**src/rtl/lock_pkg.sv**
```systemverilog
// Shared types and timing defaults for the keypad code lock.
package lock_pkg;

    typedef enum logic [2:0] {
        STATE_CLOSED,
        STATE_OPENING,
        STATE_OPENED,
        STATE_CLOSING,
        STATE_LOCKOUT
    } state;

    localparam int DEF_DIGIT_WIDTH    = 4;
    localparam int DEF_CODE_LEN       = 4;
    localparam int DEF_OPEN_CYCLES    = 3;
    localparam int DEF_CLOSE_CYCLES   = 2;
    localparam int DEF_MAX_FAILS      = 3;
    localparam int DEF_LOCKOUT_CYCLES = 16;
    localparam int DEF_ENTRY_TIMEOUT  = 8;

    // Width of a down-counter holding values 0..n-1, never narrower than 1 bit.
    function automatic int cnt_width(input int n);
        return (n < 2) ? 1 : $clog2(n);
    endfunction

endpackage

```
**src/rtl/code_lock_if.sv**
```systemverilog
// Keypad-side inputs and status outputs of the code lock, bundled as one port.
interface code_lock_if #(
    parameter int DIGIT_WIDTH = lock_pkg::DEF_DIGIT_WIDTH,
    parameter int CODE_LEN    = lock_pkg::DEF_CODE_LEN,
    parameter int MAX_FAILS   = lock_pkg::DEF_MAX_FAILS
);
    localparam int ENTRY_W = $clog2(CODE_LEN + 1);
    localparam int FAIL_W  = $clog2(MAX_FAILS + 1);

    logic                            digit_valid_i;
    logic [DIGIT_WIDTH-1:0]          digit_i;
    logic [CODE_LEN*DIGIT_WIDTH-1:0] code_i;
    logic                            close_i;
    lock_pkg::state                  state_o;
    logic                            opened_o;
    logic                            locked_out_o;
    logic [ENTRY_W-1:0]              entry_count_o;
    logic [FAIL_W-1:0]               fail_count_o;

    modport master (
        output digit_valid_i, digit_i, code_i, close_i,
        input  state_o, opened_o, locked_out_o, entry_count_o, fail_count_o
    );

    modport slave (
        input  digit_valid_i, digit_i, code_i, close_i,
        output state_o, opened_o, locked_out_o, entry_count_o, fail_count_o
    );
endinterface

```
**src/rtl/lock_timer.sv**
```systemverilog
// Loadable down-counter that stops at zero; expired_o flags the zero value.
module lock_timer #(
    parameter int WIDTH = 4
) (
    input  logic             clk,
    input  logic             rst,
    input  logic             load_i,
    input  logic [WIDTH-1:0] load_val_i,
    input  logic             dec_i,
    output logic             expired_o
);
    logic [WIDTH-1:0] value_q, value_d;

    always_comb begin
        value_d = value_q;
        if (load_i) begin
            value_d = load_val_i;
        end else if (dec_i && value_q != '0) begin
            value_d = value_q - 1'b1;
        end
    end

    always_ff @(posedge clk) begin
        if (rst) begin
            value_q <= '0;
        end else begin
            value_q <= value_d;
        end
    end

    assign expired_o = (value_q == '0);
endmodule

```
**src/rtl/code_lock.sv**
```systemverilog
// Keypad code lock: digit entry and compare, timed open/close sequencing,
// failed-attempt lockout and partial-entry timeout.
module code_lock
    import lock_pkg::*;
#(
    parameter int DIGIT_WIDTH    = DEF_DIGIT_WIDTH,
    parameter int CODE_LEN       = DEF_CODE_LEN,
    parameter int OPEN_CYCLES    = DEF_OPEN_CYCLES,
    parameter int CLOSE_CYCLES   = DEF_CLOSE_CYCLES,
    parameter int MAX_FAILS      = DEF_MAX_FAILS,
    parameter int LOCKOUT_CYCLES = DEF_LOCKOUT_CYCLES,
    parameter int ENTRY_TIMEOUT  = DEF_ENTRY_TIMEOUT
) (
    input logic        clk,
    input logic        rst,
    code_lock_if.slave bus
);
    localparam int ENTRY_W   = $clog2(CODE_LEN + 1);
    localparam int FAIL_W    = $clog2(MAX_FAILS + 1);
    localparam int CODE_W    = CODE_LEN * DIGIT_WIDTH;
    localparam int PHASE_MAX = (OPEN_CYCLES > CLOSE_CYCLES)
                             ? ((OPEN_CYCLES > LOCKOUT_CYCLES) ? OPEN_CYCLES : LOCKOUT_CYCLES)
                             : ((CLOSE_CYCLES > LOCKOUT_CYCLES) ? CLOSE_CYCLES : LOCKOUT_CYCLES);
    localparam int PHASE_W   = cnt_width(PHASE_MAX);
    localparam int IDLE_W    = cnt_width(ENTRY_TIMEOUT);
    localparam logic [ENTRY_W-1:0] LAST_IDX = ENTRY_W'(CODE_LEN - 1);

    state               state_q, state_d;
    logic [ENTRY_W-1:0] entry_count_q, entry_count_d;
    logic [FAIL_W-1:0]  fail_count_q, fail_count_d;
    logic [CODE_W-1:0]  entry_q, entry_d;
    logic [CODE_W-1:0]  candidate;

    logic               phase_load, phase_dec, phase_expired;
    logic [PHASE_W-1:0] phase_load_val;
    logic               idle_load, idle_dec, idle_expired;

    // Shared by OPENING, CLOSING and LOCKOUT: only one phase runs at a time.
    lock_timer #(.WIDTH(PHASE_W)) u_phase_timer (
        .clk        (clk),
        .rst        (rst),
        .load_i     (phase_load),
        .load_val_i (phase_load_val),
        .dec_i      (phase_dec),
        .expired_o  (phase_expired)
    );

    lock_timer #(.WIDTH(IDLE_W)) u_idle_timer (
        .clk        (clk),
        .rst        (rst),
        .load_i     (idle_load),
        .load_val_i (IDLE_W'(ENTRY_TIMEOUT - 1)),
        .dec_i      (idle_dec),
        .expired_o  (idle_expired)
    );

    always_comb begin
        // NOTE: every variable gets a default first so no path infers a latch.
        state_d        = state_q;
        entry_count_d  = entry_count_q;
        fail_count_d   = fail_count_q;
        entry_d        = entry_q;
        candidate      = entry_q;
        phase_load     = 1'b0;
        phase_load_val = '0;
        phase_dec      = 1'b0;
        idle_load      = 1'b0;
        idle_dec       = 1'b0;

        case (state_q)
            STATE_CLOSED: begin
                if (bus.digit_valid_i) begin
                    if (entry_count_q == LAST_IDX) begin
                        // The final digit joins the compare in the same cycle it arrives.
                        candidate[int'(LAST_IDX)*DIGIT_WIDTH +: DIGIT_WIDTH] = bus.digit_i;
                        entry_count_d = '0;
                        if (candidate == bus.code_i) begin
                            state_d        = STATE_OPENING;
                            fail_count_d   = '0;
                            phase_load     = 1'b1;
                            phase_load_val = PHASE_W'(OPEN_CYCLES - 1);
                        end else if (int'(fail_count_q) + 1 < MAX_FAILS) begin
                            fail_count_d = fail_count_q + 1'b1;
                        end else begin
                            state_d        = STATE_LOCKOUT;
                            fail_count_d   = FAIL_W'(MAX_FAILS);
                            phase_load     = 1'b1;
                            phase_load_val = PHASE_W'(LOCKOUT_CYCLES - 1);
                        end
                    end else begin
                        entry_d[int'(entry_count_q)*DIGIT_WIDTH +: DIGIT_WIDTH] = bus.digit_i;
                        entry_count_d = entry_count_q + 1'b1;
                        idle_load     = 1'b1;
                    end
                end else if (entry_count_q != '0) begin
                    if (idle_expired) begin
                        entry_count_d = '0;
                    end else begin
                        idle_dec = 1'b1;
                    end
                end
            end

            STATE_OPENING: begin
                if (phase_expired) state_d = STATE_OPENED;
                else               phase_dec = 1'b1;
            end

            STATE_OPENED: begin
                if (bus.close_i) begin
                    state_d        = STATE_CLOSING;
                    phase_load     = 1'b1;
                    phase_load_val = PHASE_W'(CLOSE_CYCLES - 1);
                end
            end

            STATE_CLOSING: begin
                if (phase_expired) state_d = STATE_CLOSED;
                else               phase_dec = 1'b1;
            end

            STATE_LOCKOUT: begin
                if (phase_expired) begin
                    state_d      = STATE_CLOSED;
                    fail_count_d = '0;
                end else begin
                    phase_dec = 1'b1;
                end
            end

            default: state_d = STATE_CLOSED;
        endcase
    end

    always_ff @(posedge clk) begin
        if (rst) begin
            state_q       <= STATE_CLOSED;
            entry_count_q <= '0;
            fail_count_q  <= '0;
            // NOTE: the entry buffer is a plain register, so clearing it on reset is cheap and keeps stale digits from surviving a reset.
            entry_q       <= '0;
        end else begin
            // NOTE: state registers use non-blocking assignment so all updates land together at the edge.
            state_q       <= state_d;
            entry_count_q <= entry_count_d;
            fail_count_q  <= fail_count_d;
            entry_q       <= entry_d;
        end
    end

    assign bus.state_o       = state_q;
    assign bus.opened_o      = (state_q == STATE_OPENED);
    assign bus.locked_out_o  = (state_q == STATE_LOCKOUT);
    assign bus.entry_count_o = entry_count_q;
    assign bus.fail_count_o  = fail_count_q;
endmodule

```
**src/flat_wrapper.sv**
```systemverilog
// flat-port wrapper written by rule: the top's interface ports become plain ports
module code_lock_flat import lock_pkg::*;
#(
    parameter int DIGIT_WIDTH    = DEF_DIGIT_WIDTH,
    parameter int CODE_LEN       = DEF_CODE_LEN,
    parameter int OPEN_CYCLES    = DEF_OPEN_CYCLES,
    parameter int CLOSE_CYCLES   = DEF_CLOSE_CYCLES,
    parameter int MAX_FAILS      = DEF_MAX_FAILS,
    parameter int LOCKOUT_CYCLES = DEF_LOCKOUT_CYCLES,
    parameter int ENTRY_TIMEOUT  = DEF_ENTRY_TIMEOUT
)
  (clk, rst, bus_digit_valid_i, bus_digit_i, bus_code_i, bus_close_i, bus_state_o, bus_opened_o, bus_locked_out_o, bus_entry_count_o, bus_fail_count_o);
  code_lock_if #(.DIGIT_WIDTH(DIGIT_WIDTH), .CODE_LEN(CODE_LEN), .MAX_FAILS(MAX_FAILS)) bus_i ();
  input logic clk;
  input logic rst;
  input wire logic [$bits(bus_i.digit_valid_i)-1:0] bus_digit_valid_i;
  input wire logic [$bits(bus_i.digit_i)-1:0] bus_digit_i;
  input wire logic [$bits(bus_i.code_i)-1:0] bus_code_i;
  input wire logic [$bits(bus_i.close_i)-1:0] bus_close_i;
  output wire logic [$bits(bus_i.state_o)-1:0] bus_state_o;
  output wire logic [$bits(bus_i.opened_o)-1:0] bus_opened_o;
  output wire logic [$bits(bus_i.locked_out_o)-1:0] bus_locked_out_o;
  output wire logic [$bits(bus_i.entry_count_o)-1:0] bus_entry_count_o;
  output wire logic [$bits(bus_i.fail_count_o)-1:0] bus_fail_count_o;
  assign bus_i.digit_valid_i = bus_digit_valid_i;
  assign bus_i.digit_i = bus_digit_i;
  assign bus_i.code_i = bus_code_i;
  assign bus_i.close_i = bus_close_i;
  assign bus_state_o = bus_i.state_o;
  assign bus_opened_o = bus_i.opened_o;
  assign bus_locked_out_o = bus_i.locked_out_o;
  assign bus_entry_count_o = bus_i.entry_count_o;
  assign bus_fail_count_o = bus_i.fail_count_o;
  code_lock #(.DIGIT_WIDTH(DIGIT_WIDTH), .CODE_LEN(CODE_LEN), .OPEN_CYCLES(OPEN_CYCLES), .CLOSE_CYCLES(CLOSE_CYCLES), .MAX_FAILS(MAX_FAILS), .LOCKOUT_CYCLES(LOCKOUT_CYCLES), .ENTRY_TIMEOUT(ENTRY_TIMEOUT)) u_core (.clk(clk), .rst(rst), .bus(bus_i));
endmodule
```
**config.mk**
```make
export PLATFORM = sky130hd
export DESIGN_NAME = code_lock_flat
export DESIGN_NICKNAME = d
export VERILOG_FILES = /design/src/rtl/lock_pkg.sv /design/src/rtl/code_lock_if.sv /design/src/rtl/lock_timer.sv /design/src/rtl/code_lock.sv /design/src/flat_wrapper.sv
export SDC_FILE = /design/constraint.sdc
export NUM_CORES = 1
export LEC_CHECK = 0
export BUFFER_PORTS_ARGS = -buffer_cell sky130_fd_sc_hd__buf_2
export CAP_MARGIN = 0
export CORE_ASPECT_RATIO = 1.1
export CORE_UTILIZATION = 40
export DETAILED_ROUTE_END_ITERATION = 10
export GPL_TIMING_DRIVEN = 1
export PLACE_DENSITY_LB_ADDON = 0.3
export SLEW_MARGIN = 10
export SYNTH_ARGS = -nofsm -noshare
export SYNTH_HDL_FRONTEND = slang
export SYNTH_SLANG_ARGS = --single-unit
export TNS_END_PERCENT = 10
```
**constraint.sdc**
```tcl
create_clock -name clk -period 1.8 [get_ports clk]
set_input_delay 0.18 -clock clk [delete_from_list [all_inputs] [get_ports clk]]
set_output_delay 0.18 -clock clk [all_outputs]
set_load 0.01 [all_outputs]
```
==> Yosys cells after proc, flatten, opt, wreduce, memory -nomap -nowiden <==
Cells that the tools add are included.
{ "op_classes": {"n_addsub": 6, "magnitude_cmp": 1, "n_eq_ne": 13, "shifts": 2, "n_mux": 44, "bitwise": 1, "reduce_logical": 19} }
{ "ops": {"columns": ["cell", "n"], "rows": [
  ["3-bit two-way mux", 13],
  ["5-bit negator with 33-bit output", 1],
  ["4-bit by 33-bit variable shift with 16-bit output, first input constant", 1],
  ["4-bit by 33-bit variable part select with 16-bit output", 1],
  ["32-bit by 3-bit less-than comparator with 1-bit output, second input constant", 1],
  ["4-bit two-way mux", 6],
  ["16-bit bitwise mux", 1],
  ["16-bit == test", 1],
  ["1-bit two-way mux", 15],
  ["3-bit one-hot mux with 4 select lines", 1],
  ["2-bit two-way mux", 5],
  ["2-bit nonzero test", 5],
  ["3-bit by 2-bit == test with 1-bit output, second input constant", 3],
  ["2-bit by 1-bit != test with 1-bit output, second input constant", 4],
  ["4-bit one-hot mux with 2 select lines", 1],
  ["3-bit logical NOT", 2],
  ["3-bit AND reduction", 2],
  ["6-bit AND reduction", 1],
  ["3-bit nonzero test", 2],
  ["4-bit logical NOT", 1],
  ["2-bit != test, second input constant", 2],
  ["2-bit one-hot mux with 2 select lines", 1],
  ["4-bit AND reduction", 1],
  ["4-bit nonzero test", 1],
  ["13 further kinds", 14]
]} }
{ "word_totals": {"regBits": 31, "inputBits": 24, "output_inout_bits": 10, "elab_cells": 92} }

==> Longest topological paths before layout <==
Gate-level depths: netlist of run 1.
{ "depth": {"depth_word": 8, "depth_mapped": 7, "depth_no_buf": 7} }

==> Cells and area by module <==
From an unflattened synthesis of run 1, not the netlist that was laid out.
{ "hier_totals": {"hier_cells": 194, "area_unflattened_um2": 1690.4} }
{ "modules_own_cells": {"columns": ["module", "n_inst", "cells_each", "area_per_inst_um2", "seq_area_each_um2"], "rows": [
  ["code_lock", 1, 144, 1244.9, 400.4],
  ["lock_timer (u_core.u_phase_timer)", 1, 29, 262.8, 80.1],
  ["lock_timer (u_core.u_idle_timer)", 1, 21, 182.7, 60.1]
]} }

==> Least setup slack after synthesis of run 1 <==
Ideal clock, no wire load.
{ "synth_timing": {"path_type": "register -> register", "from": "register u_core.entry_count_q[0] (netlist: u_core.bus.entry_count_o[0])", "to": "register u_core.u_idle_timer.value_q[2]", "setup_ps": 132, "arrival_time_ps": 1701, "required_ps": 1668, "setup_slack_ps": -34, "path_stages_with_launch": 8, "path_buffers": 0, "period_less_slack_ps": 1834, "path_cell_list": "dfxtp_1 inv_2 ha_1 ha_1 or4_4 nor2_2 xnor2_1 a21oi_1"} }
{ "synth_between": {"elab_chain_len": 6, "word_cells_on_any_way": 11, "classes_between": "1 x eq/ne; 7 x mux; 3 x reduce/logical"} }
{ "synth_lines": {"columns": ["element", "line", "text"], "rows": [
  ["from (decl)", "code_lock.sv:29", "logic [ENTRY_W-1:0] entry_count_q, entry_count_d;"],
  ["from (signal assigned)", "code_lock.sv:145", "entry_count_q <= entry_count_d;"],
  ["3-bit nonzero test", "code_lock.sv:95", "end else if (entry_count_q != '0) begin"],
  ["1-bit two-way mux", "code_lock.sv:95", null],
  ["1-bit two-way mux", "code_lock.sv:72", "if (bus.digit_valid_i) begin"],
  ["1-bit two-way mux", "code_lock.sv:70", "case (state_q)"],
  ["1-bit logical AND", "lock_timer.sv:18", "end else if (dec_i && value_q != '0) begin"],
  ["2-bit nonzero test (no source line)", null, null],
  ["to (signal assigned)", "lock_timer.sv:27", "value_q <= value_d;"],
  ["to (decl)", "lock_timer.sv:12", "logic [WIDTH-1:0] value_q, value_d;"]
]} }
Parallel ways exist; a longest one is shown, timed or not.
A chain may end at the register's enable or synchronous reset.

==> Worst setup path in the final report of run 1 <==
{ "layout_timing": {"from": "register u_core.entry_count_q[0] (netlist: u_core.bus.entry_count_o[0])", "to": "register u_core.u_phase_timer.value_q[2]"} }
{ "layout_between": {"elab_chain_len": 5, "word_cells_on_any_way": 9, "classes_between": "1 x eq/ne; 7 x mux; 1 x reduce/logical"} }
{ "layout_lines": {"columns": ["element", "line", "text"], "rows": [
  ["3-bit by 2-bit == test with 1-bit output (*)", "code_lock.sv:73", "if (entry_count_q == LAST_IDX) begin"],
  ["4-bit two-way mux or 1-bit two-way mux (tied branches)", "code_lock.sv:73", null],
  ["4-bit two-way mux or 1-bit two-way mux (tied branches)", "code_lock.sv:72", null],
  ["4-bit one-hot mux with 2 select lines or 1-bit one-hot mux with 2 select lines (tied branches)", "code_lock.sv:70", null],
  ["4-bit two-way mux or 2-bit nonzero test (tied branches)", null, null],
  ["to (signal assigned)", "lock_timer.sv:27", null],
  ["to (decl)", "lock_timer.sv:12", null]
]} }
Every way passes the cells marked *; elsewhere a longest branch is shown, timed or not.

==> metrics.txt, run 1 <==
# TYPE chip_impl_metric gauge
chip_impl_metric{name="setup_slack",unit="ns"} 0.0449
chip_impl_metric{name="grt_start_max_net_pins",unit=""} 28
chip_impl_metric{name="ys_async_sr_fraction",unit="%"} 0
chip_impl_info{name="path_cells",value="ha_1, nor2b_1, and3_2, or2_1, o31ai_2, nor3b_1, nor4_1"} 1
chip_impl_metric{name="synthesis.nets",unit=""} 209
chip_impl_metric{name="routed_wirelength",unit="um"} 3370
chip_impl_metric{name="finalSetupTns",unit="ns"} 0
chip_impl_info{name="synth_top_flop_cell",value="dfxtp_1"} 1
chip_impl_metric{name="multi_input_area",unit="um2"} 986
chip_impl_metric{name="report.final.hold_viol_count",unit=""} 0
chip_impl_metric{name="vdd_ir_drop_max",unit="uV"} 598
chip_impl_metric{name="viasPerCell",unit=""} 5.03
chip_impl_metric{name="finish.net_count",unit=""} 261
chip_impl_metric{name="route.detailed.drc",unit=""} 0
chip_impl_metric{name="insertion_delay",unit="ns"} 0.29
chip_impl_metric{name="cell_count_after_synthesis",unit=""} 179
chip_impl_metric{name="cts.htree.levels",unit=""} 1
chip_impl_metric{name="std_cell_rows",unit=""} 23
chip_impl_metric{name="synth-seq-area-share",unit="%"} 35.3
chip_impl_metric{name="die-area",unit="um2"} 4080
chip_impl_info{name="cts_tree",value="done"} 1
chip_impl_metric{name="final_period_minus_worst_setup_slack",unit="ns"} 1.76
chip_impl_metric{name="ant_nets",unit=""} 0
chip_impl_metric{name="hpwl",unit="um"} 2560
chip_impl_metric{name="yosys_register_bits",unit=""} 27
chip_impl_metric{name="grt_first_pass_wirelength",unit="um"} 5620
chip_impl_info{name="setup_repair_after_global_routing_missed_its_margin",value="true"} 1
chip_impl_info{name="cts_root_buffer",value="clkbuf_8"} 1
chip_impl_metric{name="setup_violations",unit=""} 0
chip_impl_info{name="synthTopCellsByCount",value="dfxtp_1, a21oi_1, xnor2_1, nand2_1, nor2_1"} 1
chip_impl_metric{name="chipHeight",unit="um"} 66.9
chip_impl_metric{name="layout_worst_path_cycle_share",unit="%"} 97.5
chip_impl_metric{name="clkSinkCount",unit=""} 27
chip_impl_metric{name="nFillCells",unit=""} 344
chip_impl_metric{name="timing.slew.headroom",unit="%"} 66.8
chip_impl_metric{name="antenna_cells_inserted",unit=""} 0
chip_impl_metric{name="ff2ff_setup_slack",unit="ns"} 0.04
chip_impl_metric{name="syn_avg_cell_area",unit="um2"} 8.56
chip_impl_metric{name="mappedNetlistArea",unit="um2"} 1530
chip_impl_info{name="synthTopCellsByArea",value="dfxtp_1, xnor2_1, a21oi_1"} 1
chip_impl_metric{name="clk_pin_slew",unit="ns"} 0.10
chip_impl_metric{name="detail_route.wl_per_cell",unit="um"} 12.0
chip_impl_info{name="synth_top_cell_by_area",value="dfxtp_1"} 1
chip_impl_metric{name="gr-total-overflow",unit=""} 0
chip_impl_metric{name="synth_edf_count",unit=""} 0
chip_impl_metric{name="cts_made_buffers",unit=""} 3
chip_impl_metric{name="dp_cells",unit=""} 275
chip_impl_metric{name="grt_use_total",unit="%"} 18.4
chip_impl_metric{name="detailroute.via_count",unit=""} 1409
chip_impl_metric{name="initial_core_util",unit="%"} 41.9
chip_impl_metric{name="cp.required",unit="ns"} 1.96
chip_impl_metric{name="dp_worst_slack",unit="ns"} -0.0143
chip_impl_info{name="dominant_cell_by_count_in_the_synthesized_netlist",value="dfxtp_1"} 1
chip_impl_metric{name="drive_above_1_share",unit="%"} 33.0
chip_impl_metric{name="cp.arrival",unit="ns"} 1.92
chip_impl_metric{name="initial_antenna_violation_count",unit=""} 0
chip_impl_metric{name="final-instance-count-excl-fill",unit=""} 280
chip_impl_metric{name="die-width",unit="um"} 61.0
chip_impl_metric{name="crit_path_max_fanout",unit=""} 6
chip_impl_info{name="timing_worst_setup_path_type",value="reg2reg"} 1
chip_impl_info{name="worstSetupStartpointType",value="flip-flop"} 1
chip_impl_metric{name="p_per_area",unit="nW/um2"} 618
chip_impl_metric{name="skew",unit="ns"} 0.0143
chip_impl_metric{name="synthesis.yosys.warnings",unit=""} 0
chip_impl_metric{name="worst-slew-pin-transition",unit="ns"} 0.499
chip_impl_metric{name="timing.critical_path.slowest_cell_delay",unit="ns"} 0.35
chip_impl_info{name="worstSetupEndpointType",value="flip-flop"} 1
chip_impl_metric{name="placeableCoreArea",unit="um2"} 3650
chip_impl_info{name="run_status",value="finished, final reports clean"} 1
chip_impl_metric{name="detailedRoute.firstIterationViolations",unit=""} 46
chip_impl_metric{name="yosysTopAreaCellShare",unit="%"} 35.3
chip_impl_metric{name="finalWeightedCongestion",unit=""} 0.797
chip_impl_metric{name="post_synth_num_cell_types",unit=""} 37
chip_impl_metric{name="cts_max_path_bufs",unit=""} 2
chip_impl_metric{name="ioPinCount",unit=""} 34
chip_impl_metric{name="number_of_buffers_added_on_ports",unit=""} 33
chip_impl_metric{name="fmax",unit="MHz"} 570
chip_impl_metric{name="cap_violations",unit=""} 0
chip_impl_metric{name="report.final.slew_viol_count",unit=""} 0
chip_impl_metric{name="finalCoreUtilization",unit="%"} 54.1
chip_impl_metric{name="vias_in_the_first_global_route",unit=""} 1305
chip_impl_info{name="cp_max_delay_cell",value="dfxtp_2"} 1
chip_impl_metric{name="final-seq-area",unit="um2"} 544
chip_impl_metric{name="area_growth_syn_to_layout",unit="%"} 29.0
chip_impl_metric{name="drtPass1Iterations",unit=""} 4
chip_impl_info{name="holdCritPathClass",value="in2reg"} 1
chip_impl_metric{name="leakage",unit="uW"} 0.000819
## layout make-up
class	instances	area share, %
Multi-Input combinational cell	138	49.9
Sequential cell	27	27.5
Timing Repair Buffer	50	14.8
Tap cell	50	3.17
Clock buffer	3	2.09
Inverter	11	2.09
Clock inverter	1	0.380
## cell usage in the layout, fill, tap and decap left out, types with 3 or more instances in the layout
cell / n
ha_1: 5
dfxtp_1: 24
a21oi_1: 21
buf_4: 17
clkbuf_8: 3
inv_1: 10
nand2_1: 14
nor2_1: 11
mux2i_1: 5
nand4_1: 5
nand3_1: 6
buf_2: 33
nand4b_1: 4
nor3_1: 7
xnor2_1: 19
dfxtp_2: 3
o21ai_0: 3
nor2b_1: 4
## worst max-delay path: cells and delay by family (launching register included)
family | cells | cell delay (ns)
flops | 1 | 0.35
fa+ha+maj | 1 | 0.20
compound gates | 1 | 0.13
simple gates | 5 | 0.95
## final timing paths
check / start / to / cells past startpoint
worst max-delay path: u_core.bus.entry_count_o[0] / u_core.u_phase_timer.value_q[2] / 7
worst min-delay path: bus_digit_i[3] / u_core.entry_q[11] / 3
worst max register to register: u_core.bus.entry_count_o[0] / u_core.u_phase_timer.value_q[2] / 7
worst min register to register: u_core.entry_q[3] / u_core.entry_q[3] / 2
## report_power, final
group          switching [uW]  leakage, uW  total, uW  internal (uW)
clock                     200    0.0000217        358            158
combinational             118     0.000577        236            118
sequential               11.7     0.000220        626            615
## registers in the layout (all words and copies together) (netlist names)
name	count
u_core.u_phase_timer.value_q	4
u_core.bus.entry_count_o	3
u_core.entry_q	12
u_core.bus.state_o	3
u_core.bus.fail_count_o	2
u_core.u_idle_timer.value_q	3
## what timing repair did
| item | 4_1_cts | 5_1_grt |
|---|---|---|
| gates resized for setup | 2 | 10 |
| endpoints found under the hold margin | 0 | 0 |
| endpoints found under the setup margin | 3 | 11 |
| hold buffers | 0 | 0 |
| pin swaps | 1 | 5 |
| setup buffers | 0 | 1 |
## metal layers
layer	GRT usage [%]	part of all wire, %	up-vias
met5	0	0	-
met4	5.97	1.5	0
met3	4.08	3.5	6
met2	29.4	45	22
met1	24.3	50	642
li1	-	-	739
## logic make-up after synthesis
| kind of cell | Yosys count | synth area share, % |
|---|---|---|
| compound gates | 34 | 13.8 |
| xor+xnor | 19 | 10.9 |
| fa+ha+maj | 6 | 4.90 |
| buf+inv | 14 | 3.43 |
| flops | 27 | 35.3 |
| mux | 5 | 3.27 |
| simple gates | 74 | 28.4 |
## through the flow
step | cell area, um2 | total power (uW) | hold WS (ns)
CTS | 1920 | 1220 | 0.188
global placement | 1870 | 860 | 0.452
floorplan | 1530 | 775 | 0.324
finish | 1980 | 1220 | 0.199
detailed placement | 1870 | 862 | 0.462
global route | 1980 | 1290 | 0.200
Note: power is estimated with default switching activity, not from simulation.
==> run 2: changes to the inputs <==
==> constraint.sdc (replaced) <==
create_clock -name clk -period 1.8 [get_ports clk]
set_input_delay 0.18 -clock clk [delete_from_list [all_inputs] [get_ports clk]]
set_output_delay 0.18 -clock clk [all_outputs]
set_load 0.05 [all_outputs]
==> metrics.txt, run 2 (synthesis gave the netlist of run 1 again) <==
# TYPE chip_impl_metric gauge
chip_impl_metric{name="chipHeight",unit="um"} 66.9
chip_impl_metric{name="nFillCells",unit=""} 358
chip_impl_metric{name="gr-total-overflow",unit=""} 0
chip_impl_metric{name="die-area",unit="um2"} 4080
chip_impl_info{name="register_ranked_first_by_flip_flop_count",value="u_core.entry_q"} 1
chip_impl_metric{name="clk_pin_slew",unit="ns"} 0.09
chip_impl_metric{name="die-width",unit="um"} 61.0
chip_impl_info{name="worstSetupEndpointType",value="flip-flop"} 1
chip_impl_metric{name="routed_wirelength",unit="um"} 3250
chip_impl_metric{name="report.power.total",unit="uW"} 1200
chip_impl_metric{name="leakage",unit="uW"} 0.000802
chip_impl_metric{name="drive_above_1_share",unit="%"} 37.1
chip_impl_metric{name="cts.htree.levels",unit=""} 1
chip_impl_metric{name="grt_use_total",unit="%"} 17.2
chip_impl_metric{name="cap_violations",unit=""} 0
chip_impl_metric{name="layout_worst_path_cycle_share",unit="%"} 97.1
chip_impl_metric{name="number_of_buffers_added_on_ports",unit=""} 33
chip_impl_info{name="setup_repair_after_global_routing_missed_its_margin",value="true"} 1
chip_impl_metric{name="final_period_minus_worst_setup_slack",unit="ns"} 1.75
chip_impl_info{name="timing_worst_setup_path_type",value="reg2reg"} 1
chip_impl_metric{name="antenna_cells_inserted",unit=""} 0
chip_impl_metric{name="ioPinCount",unit=""} 34
chip_impl_info{name="cts_tree",value="done"} 1
chip_impl_metric{name="skew",unit="ns"} 0.00388
chip_impl_metric{name="cp.arrival",unit="ns"} 1.89
chip_impl_metric{name="timing.critical_path.slowest_cell_delay",unit="ns"} 0.56
chip_impl_metric{name="multi_input_area",unit="um2"} 1030
chip_impl_info{name="path_cells",value="or3_4, or4_4, nor2_2, xnor2_1, a21oi_1"} 1
chip_impl_metric{name="finalWeightedCongestion",unit=""} 0.769
chip_impl_metric{name="vias_in_the_first_global_route",unit=""} 1207
chip_impl_info{name="r2r_start",value="u_core.bus.state_o[2]"} 1
chip_impl_metric{name="worst-slew-pin-transition",unit="ns"} 0.494
chip_impl_metric{name="viasPerCell",unit=""} 5.01
chip_impl_metric{name="initial_core_util",unit="%"} 41.9
chip_impl_metric{name="p_per_area",unit="nW/um2"} 607
chip_impl_metric{name="detailedRoute.firstIterationViolations",unit=""} 38
chip_impl_metric{name="area_growth_syn_to_layout",unit="%"} 29.5
chip_impl_info{name="mostFrequentLayoutCells",value="buf_2, a21oi_1, dfxtp_1"} 1
chip_impl_metric{name="detail_route.wl_per_cell",unit="um"} 11.9
chip_impl_metric{name="use_met3",unit="%"} 2.33
chip_impl_info{name="most_frequent_standard_cell_in_the_layout_excluding_fill_and_tap_cells",value="buf_2"} 1
chip_impl_metric{name="clkSinkCount",unit=""} 27
chip_impl_info{name="holdCritPathClass",value="in2reg"} 1
chip_impl_info{name="reg.largest.list",value="u_core.entry_q x12, u_core.u_phase_timer.value_q x4"} 1
chip_impl_metric{name="detailroute.via_count",unit=""} 1374
chip_impl_metric{name="cts_hold_buffers",unit=""} 0
chip_impl_metric{name="vdd_ir_drop_max",unit="uV"} 344
chip_impl_info{name="cp_max_delay_cell",value="or4_4"} 1
chip_impl_metric{name="initial_antenna_violation_count",unit=""} 0
chip_impl_metric{name="grt_start_max_net_pins",unit=""} 28
chip_impl_info{name="timing.critical_path.from",value="u_core.bus.state_o[2]"} 1
chip_impl_info{name="run_status",value="finished, final reports clean"} 1
chip_impl_metric{name="route.detailed.drc",unit=""} 0
chip_impl_metric{name="drtPass1Iterations",unit=""} 4
chip_impl_info{name="holdCritStartpoint",value="bus_digit_i[1]"} 1
chip_impl_info{name="cts_root_buffer",value="clkbuf_8"} 1
chip_impl_metric{name="ant_nets",unit=""} 0
chip_impl_metric{name="cp.required",unit="ns"} 1.94
chip_impl_metric{name="finish.net_count",unit=""} 255
chip_impl_metric{name="fmax",unit="MHz"} 572
chip_impl_metric{name="insertion_delay",unit="ns"} 0.26
chip_impl_metric{name="cts_made_buffers",unit=""} 3
chip_impl_metric{name="cts_max_path_bufs",unit=""} 2
chip_impl_metric{name="report.final.hold_viol_count",unit=""} 0
chip_impl_info{name="worstSetupStartpointType",value="flip-flop"} 1
chip_impl_metric{name="placeableCoreArea",unit="um2"} 3650
chip_impl_metric{name="setup_violations",unit=""} 0
chip_impl_info{name="grt.busiest_layer",value="met2"} 1
chip_impl_metric{name="largest_register_ffs",unit=""} 12
chip_impl_metric{name="grt_first_pass_wirelength",unit="um"} 5270
chip_impl_metric{name="finalCoreUtilization",unit="%"} 54.3
chip_impl_metric{name="final-seq-area",unit="um2"} 559
chip_impl_metric{name="timing.slew.headroom",unit="%"} 67.1
chip_impl_metric{name="met2_usage_grt",unit="%"} 29.4
chip_impl_metric{name="hpwl",unit="um"} 2470
chip_impl_metric{name="std_cell_rows",unit=""} 23
chip_impl_metric{name="use_met1",unit="%"} 22.2
chip_impl_metric{name="report.final.slew_viol_count",unit=""} 0
chip_impl_metric{name="crit_path_max_fanout",unit=""} 7
run 2: changes by cell type in the layout (fill, tap and decap cells not counted), moves of 3 or more:
cell / delta
dfxtp_2: +3
dfxtp_1: -6
buf_4: -6
dfxtp_4: +3
run 2: layout make-up:
cell class                 count  area share [%]
multi-input combinational    138            51.7
inverter                      11            2.08
timing repair buffer          44            12.5
tap                           50            3.15
clock inverter                 1           0.252
sequential                    27            28.2
clock buffer                   3            2.08
run 2: where the power goes:
part           leakage, uW  internal, uW  switching, uW  total [uW]
sequential        0.000224           613           11.6         624
clock            0.0000255           155            185         340
combinational     0.000552           112            128         240
run 2: through the flow:
step | area, um2 | hold slack (ns) | TNS (ns) | instances | worst slack (ns)
finish | 1980 | 0.204 | 0 | 274 | 0.0531
global route | 1980 | 0.216 | -0.0507 | 274 | -0.0169
CTS | 1900 | 0.206 | 0 | 272 | 0.00287
detailed placement | 1840 | 0.457 | -0.0343 | 268 | -0.0213
global placement | 1840 | 0.454 | -0.0161 | 268 | -0.0161
floorplan | 1560 | 0.324 | -0.317 | 179 | -0.0801
run 2: repair_timing:
item                       CTS  global route
pin swaps                    2             9
resized for setup            2            17
setup endpoints to repair    3            14
hold endpoints to repair     0             0
setup buffers                0             2
run 2: path summary, 6_finish.rpt:
check | to | slack, ns | cells after the start
max reg2reg | u_core.u_idle_timer.value_q[2] | 0.05 | 5
min reg2reg | u_core.entry_q[0] | 0.47 | 2
min | u_core.entry_q[9] | 0.20 | 3
max | u_core.u_idle_timer.value_q[2] | 0.05 | 5
run 2: worst max-delay path: cells and delay by family, from the launching register on:
kind	cells	cell delay, ns
compound gates	1	0.08
flops	1	0.38
simple gates	3	1.05
xor+xnor	1	0.12
run 2: routing by layer:
metal,part of all wire [%],vias to the layer above
met2,49,31
li1,-,721
met1,47,620
met3,3.3,2
met4,0.77,0
met5,0,-
==> run 3: changes to the inputs <==
--- a/config.mk
+++ b/config.mk
@@ -8,6 +8,7 @@
 export BUFFER_PORTS_ARGS = -buffer_cell sky130_fd_sc_hd__buf_2
 export CAP_MARGIN = 0
 export CORE_ASPECT_RATIO = 1.1
+export CORE_MARGIN = 2
 export CORE_UTILIZATION = 40
 export DETAILED_ROUTE_END_ITERATION = 10
 export GPL_TIMING_DRIVEN = 1
==> constraint.sdc (replaced) <==
create_clock -name clk -period 1.9 [get_ports clk]
set_input_delay 0.19 -clock clk [delete_from_list [all_inputs] [get_ports clk]]
set_output_delay 0.19 -clock clk [all_outputs]
set_load 0.05 [all_outputs]
==> metrics.txt, run 3 (synthesis gave the netlist of run 1 again) <==
# TYPE chip_impl_metric gauge
chip_impl_metric{name="chipHeight",unit="um"} 68.9
chip_impl_metric{name="fin_hold_ws",unit="ns"} 0.228
chip_impl_metric{name="std_cell_rows",unit=""} 23
chip_impl_metric{name="clk_pin_slew",unit="ns"} 0.09
chip_impl_metric{name="report.final.slew_viol_count",unit=""} 0
chip_impl_metric{name="cp.arrival",unit="ns"} 1.98
chip_impl_metric{name="multi_input_area",unit="um2"} 963
chip_impl_info{name="run_status",value="finished, final reports clean"} 1
chip_impl_metric{name="finalWeightedCongestion",unit=""} 0.774
chip_impl_info{name="timing_worst_setup_path_type",value="reg2reg"} 1
chip_impl_metric{name="final-seq-area",unit="um2"} 556
chip_impl_metric{name="gr-total-overflow",unit=""} 0
chip_impl_metric{name="place_area",unit="um2"} 1830
chip_impl_metric{name="setup_violations",unit=""} 0
chip_impl_metric{name="ioPinCount",unit=""} 34
chip_impl_metric{name="die-area",unit="um2"} 4340
chip_impl_metric{name="detail_route.wl_per_cell",unit="um"} 12.3
chip_impl_info{name="most_frequent_standard_cell_in_the_layout_excluding_fill_and_tap_cells",value="buf_2"} 1
chip_impl_metric{name="initial_antenna_violation_count",unit=""} 0
chip_impl_metric{name="die-width",unit="um"} 63.0
chip_impl_metric{name="timing.slew.headroom",unit="%"} 65.9
chip_impl_metric{name="number_of_buffers_added_on_ports",unit=""} 33
chip_impl_metric{name="clkSinkCount",unit=""} 27
chip_impl_metric{name="cp.required",unit="ns"} 2.04
chip_impl_info{name="cts_root_buffer",value="clkbuf_8"} 1
chip_impl_info{name="mostFrequentLayoutCells",value="buf_2, a21oi_1, dfxtp_1"} 1
chip_impl_metric{name="dp_worst_slack",unit="ns"} 0.0780
chip_impl_metric{name="cts_hold_buffers",unit=""} 0
chip_impl_metric{name="skew",unit="ns"} 0.00290
chip_impl_metric{name="report.final.hold_viol_count",unit=""} 0
chip_impl_metric{name="fmax",unit="MHz"} 543
chip_impl_metric{name="cap_violations",unit=""} 0
chip_impl_metric{name="finalSetupTns",unit="ns"} 0
chip_impl_info{name="setup_repair_after_global_routing_missed_its_margin",value="true"} 1
chip_impl_metric{name="p_per_area",unit="nW/um2"} 591
chip_impl_metric{name="detailedRoute.firstIterationViolations",unit=""} 62
chip_impl_info{name="register_ranked_first_by_flip_flop_count",value="u_core.entry_q"} 1
chip_impl_metric{name="report.power.total",unit="uW"} 1130
chip_impl_metric{name="final_period_minus_worst_setup_slack",unit="ns"} 1.84
chip_impl_metric{name="vias_in_the_first_global_route",unit=""} 1274
chip_impl_metric{name="drtPass1Iterations",unit=""} 4
chip_impl_metric{name="vdd_ir_drop_max",unit="uV"} 282
chip_impl_metric{name="grt_first_pass_wirelength",unit="um"} 5620
chip_impl_metric{name="grt_use_total",unit="%"} 16.4
chip_impl_metric{name="routed_wirelength",unit="um"} 3350
chip_impl_metric{name="initial_core_util",unit="%"} 41.9
chip_impl_metric{name="placeableCoreArea",unit="um2"} 3650
chip_impl_metric{name="largest_register_ffs",unit=""} 12
chip_impl_metric{name="detailroute.via_count",unit=""} 1401
chip_impl_metric{name="cts.htree.levels",unit=""} 1
chip_impl_metric{name="cts_max_path_bufs",unit=""} 2
chip_impl_metric{name="grt_start_max_net_pins",unit=""} 28
chip_impl_info{name="worstSetupEndpointType",value="flip-flop"} 1
chip_impl_metric{name="drive_above_1_share",unit="%"} 30.0
chip_impl_metric{name="worst-slew-pin-transition",unit="ns"} 0.511
chip_impl_info{name="reg.largest.list",value="u_core.entry_q x12, u_core.u_phase_timer.value_q x4"} 1
chip_impl_metric{name="viasPerCell",unit=""} 5.13
chip_impl_metric{name="crit_path_max_fanout",unit=""} 5
chip_impl_metric{name="hpwl",unit="um"} 2530
chip_impl_metric{name="route.detailed.drc",unit=""} 0
chip_impl_metric{name="antenna_cells_inserted",unit=""} 0
chip_impl_metric{name="setup_slack",unit="ns"} 0.0593
chip_impl_metric{name="finish.net_count",unit=""} 254
chip_impl_metric{name="insertion_delay",unit="ns"} 0.27
chip_impl_metric{name="cts_made_buffers",unit=""} 3
chip_impl_metric{name="leakage",unit="uW"} 0.000782
chip_impl_metric{name="stdcell_area",unit="um2"} 1910
chip_impl_info{name="cts_tree",value="done"} 1
chip_impl_metric{name="layout_worst_path_cycle_share",unit="%"} 96.9
chip_impl_info{name="holdCritPathClass",value="in2reg"} 1
chip_impl_metric{name="ant_nets",unit=""} 0
chip_impl_info{name="worstSetupStartpointType",value="flip-flop"} 1
chip_impl_metric{name="nFillCells",unit=""} 372
chip_impl_metric{name="area_growth_syn_to_layout",unit="%"} 24.6
[run 3: cell types whose count changed in the layout (fill, tap and decap cells not counted), moves of 2 or more]
cell	delta
and3_4	-2
nor2b_2	-2
nor3b_1	+2
dfxtp_2	-3
nor3b_2	-2
dfxtp_1	+3
and3_1	+2
nor2b_1	+2
[run 3: where the power goes]
group | internal (uW) | total [uW] | switching [uW] | leakage (uW)
clock | 150 | 323 | 173 | 0.0000228
combinational | 96.0 | 213 | 117 | 0.000537
sequential | 580 | 591 | 10.7 | 0.000223
total | 826 | 1130 | 301 | 0.000782
[run 3: worst paths after layout]
path / startpoint / endpoint / slack [ns] / cells past startpoint
worst max-delay path: u_core.bus.entry_count_o[0] / u_core.entry_q[5] / 0.06 / 7
worst min-delay path: bus_digit_i[0] / u_core.entry_q[8] / 0.23 / 3
worst max register to register: u_core.bus.entry_count_o[0] / u_core.entry_q[5] / 0.06 / 7
worst min register to register: u_core.entry_q[11] / u_core.entry_q[11] / 0.47 / 2
[run 3: through the flow]
step           instances  utilization (%)
2_1_floorplan        179                -
3_3_place_gp         267             50.1
3_5_place_dp         267             50.1
4_1_cts              271             51.3
5_1_grt              273             52.2
6_report             273             52.2
[run 3: timing repair]
item / CTS / global route
endpoints found under the setup margin: 0 / 6
buffers inserted: 0 / 2
resized for setup: 0 / 3
[run 3: area by class of cell]
class	count	share of cell area, %
flip-flops and latches	27	29.1
inverters	11	2.16
clock buffers	4	2.36
well taps	50	3.28
repair buffers	43	12.6
multi-input cells	138	50.5
[run 3: critical path, stage by stage (launching register included)]
cell and delay, ns:
dfxtp_4 0.37, inv_2 0.05, ha_1 0.19, ha_1 0.31
nor2b_1 0.22, nand4_1 0.29, mux2i_1 0.24, nor2_1 0.06
[run 3: per-layer routing]
metal / wire, um / part of all wire, % / global-route usage (%) / vias to the layer above
li1: - / - / - / 722
met3: 148 / 4.4 / 2.44 / 2
met4: 23 / 0.69 / 5.00 / 0
met1: 1580 / 47 / 20.2 / 639
met5: 0 / 0 / 0 / -
met2: 1610 / 48 / 29.9 / 38
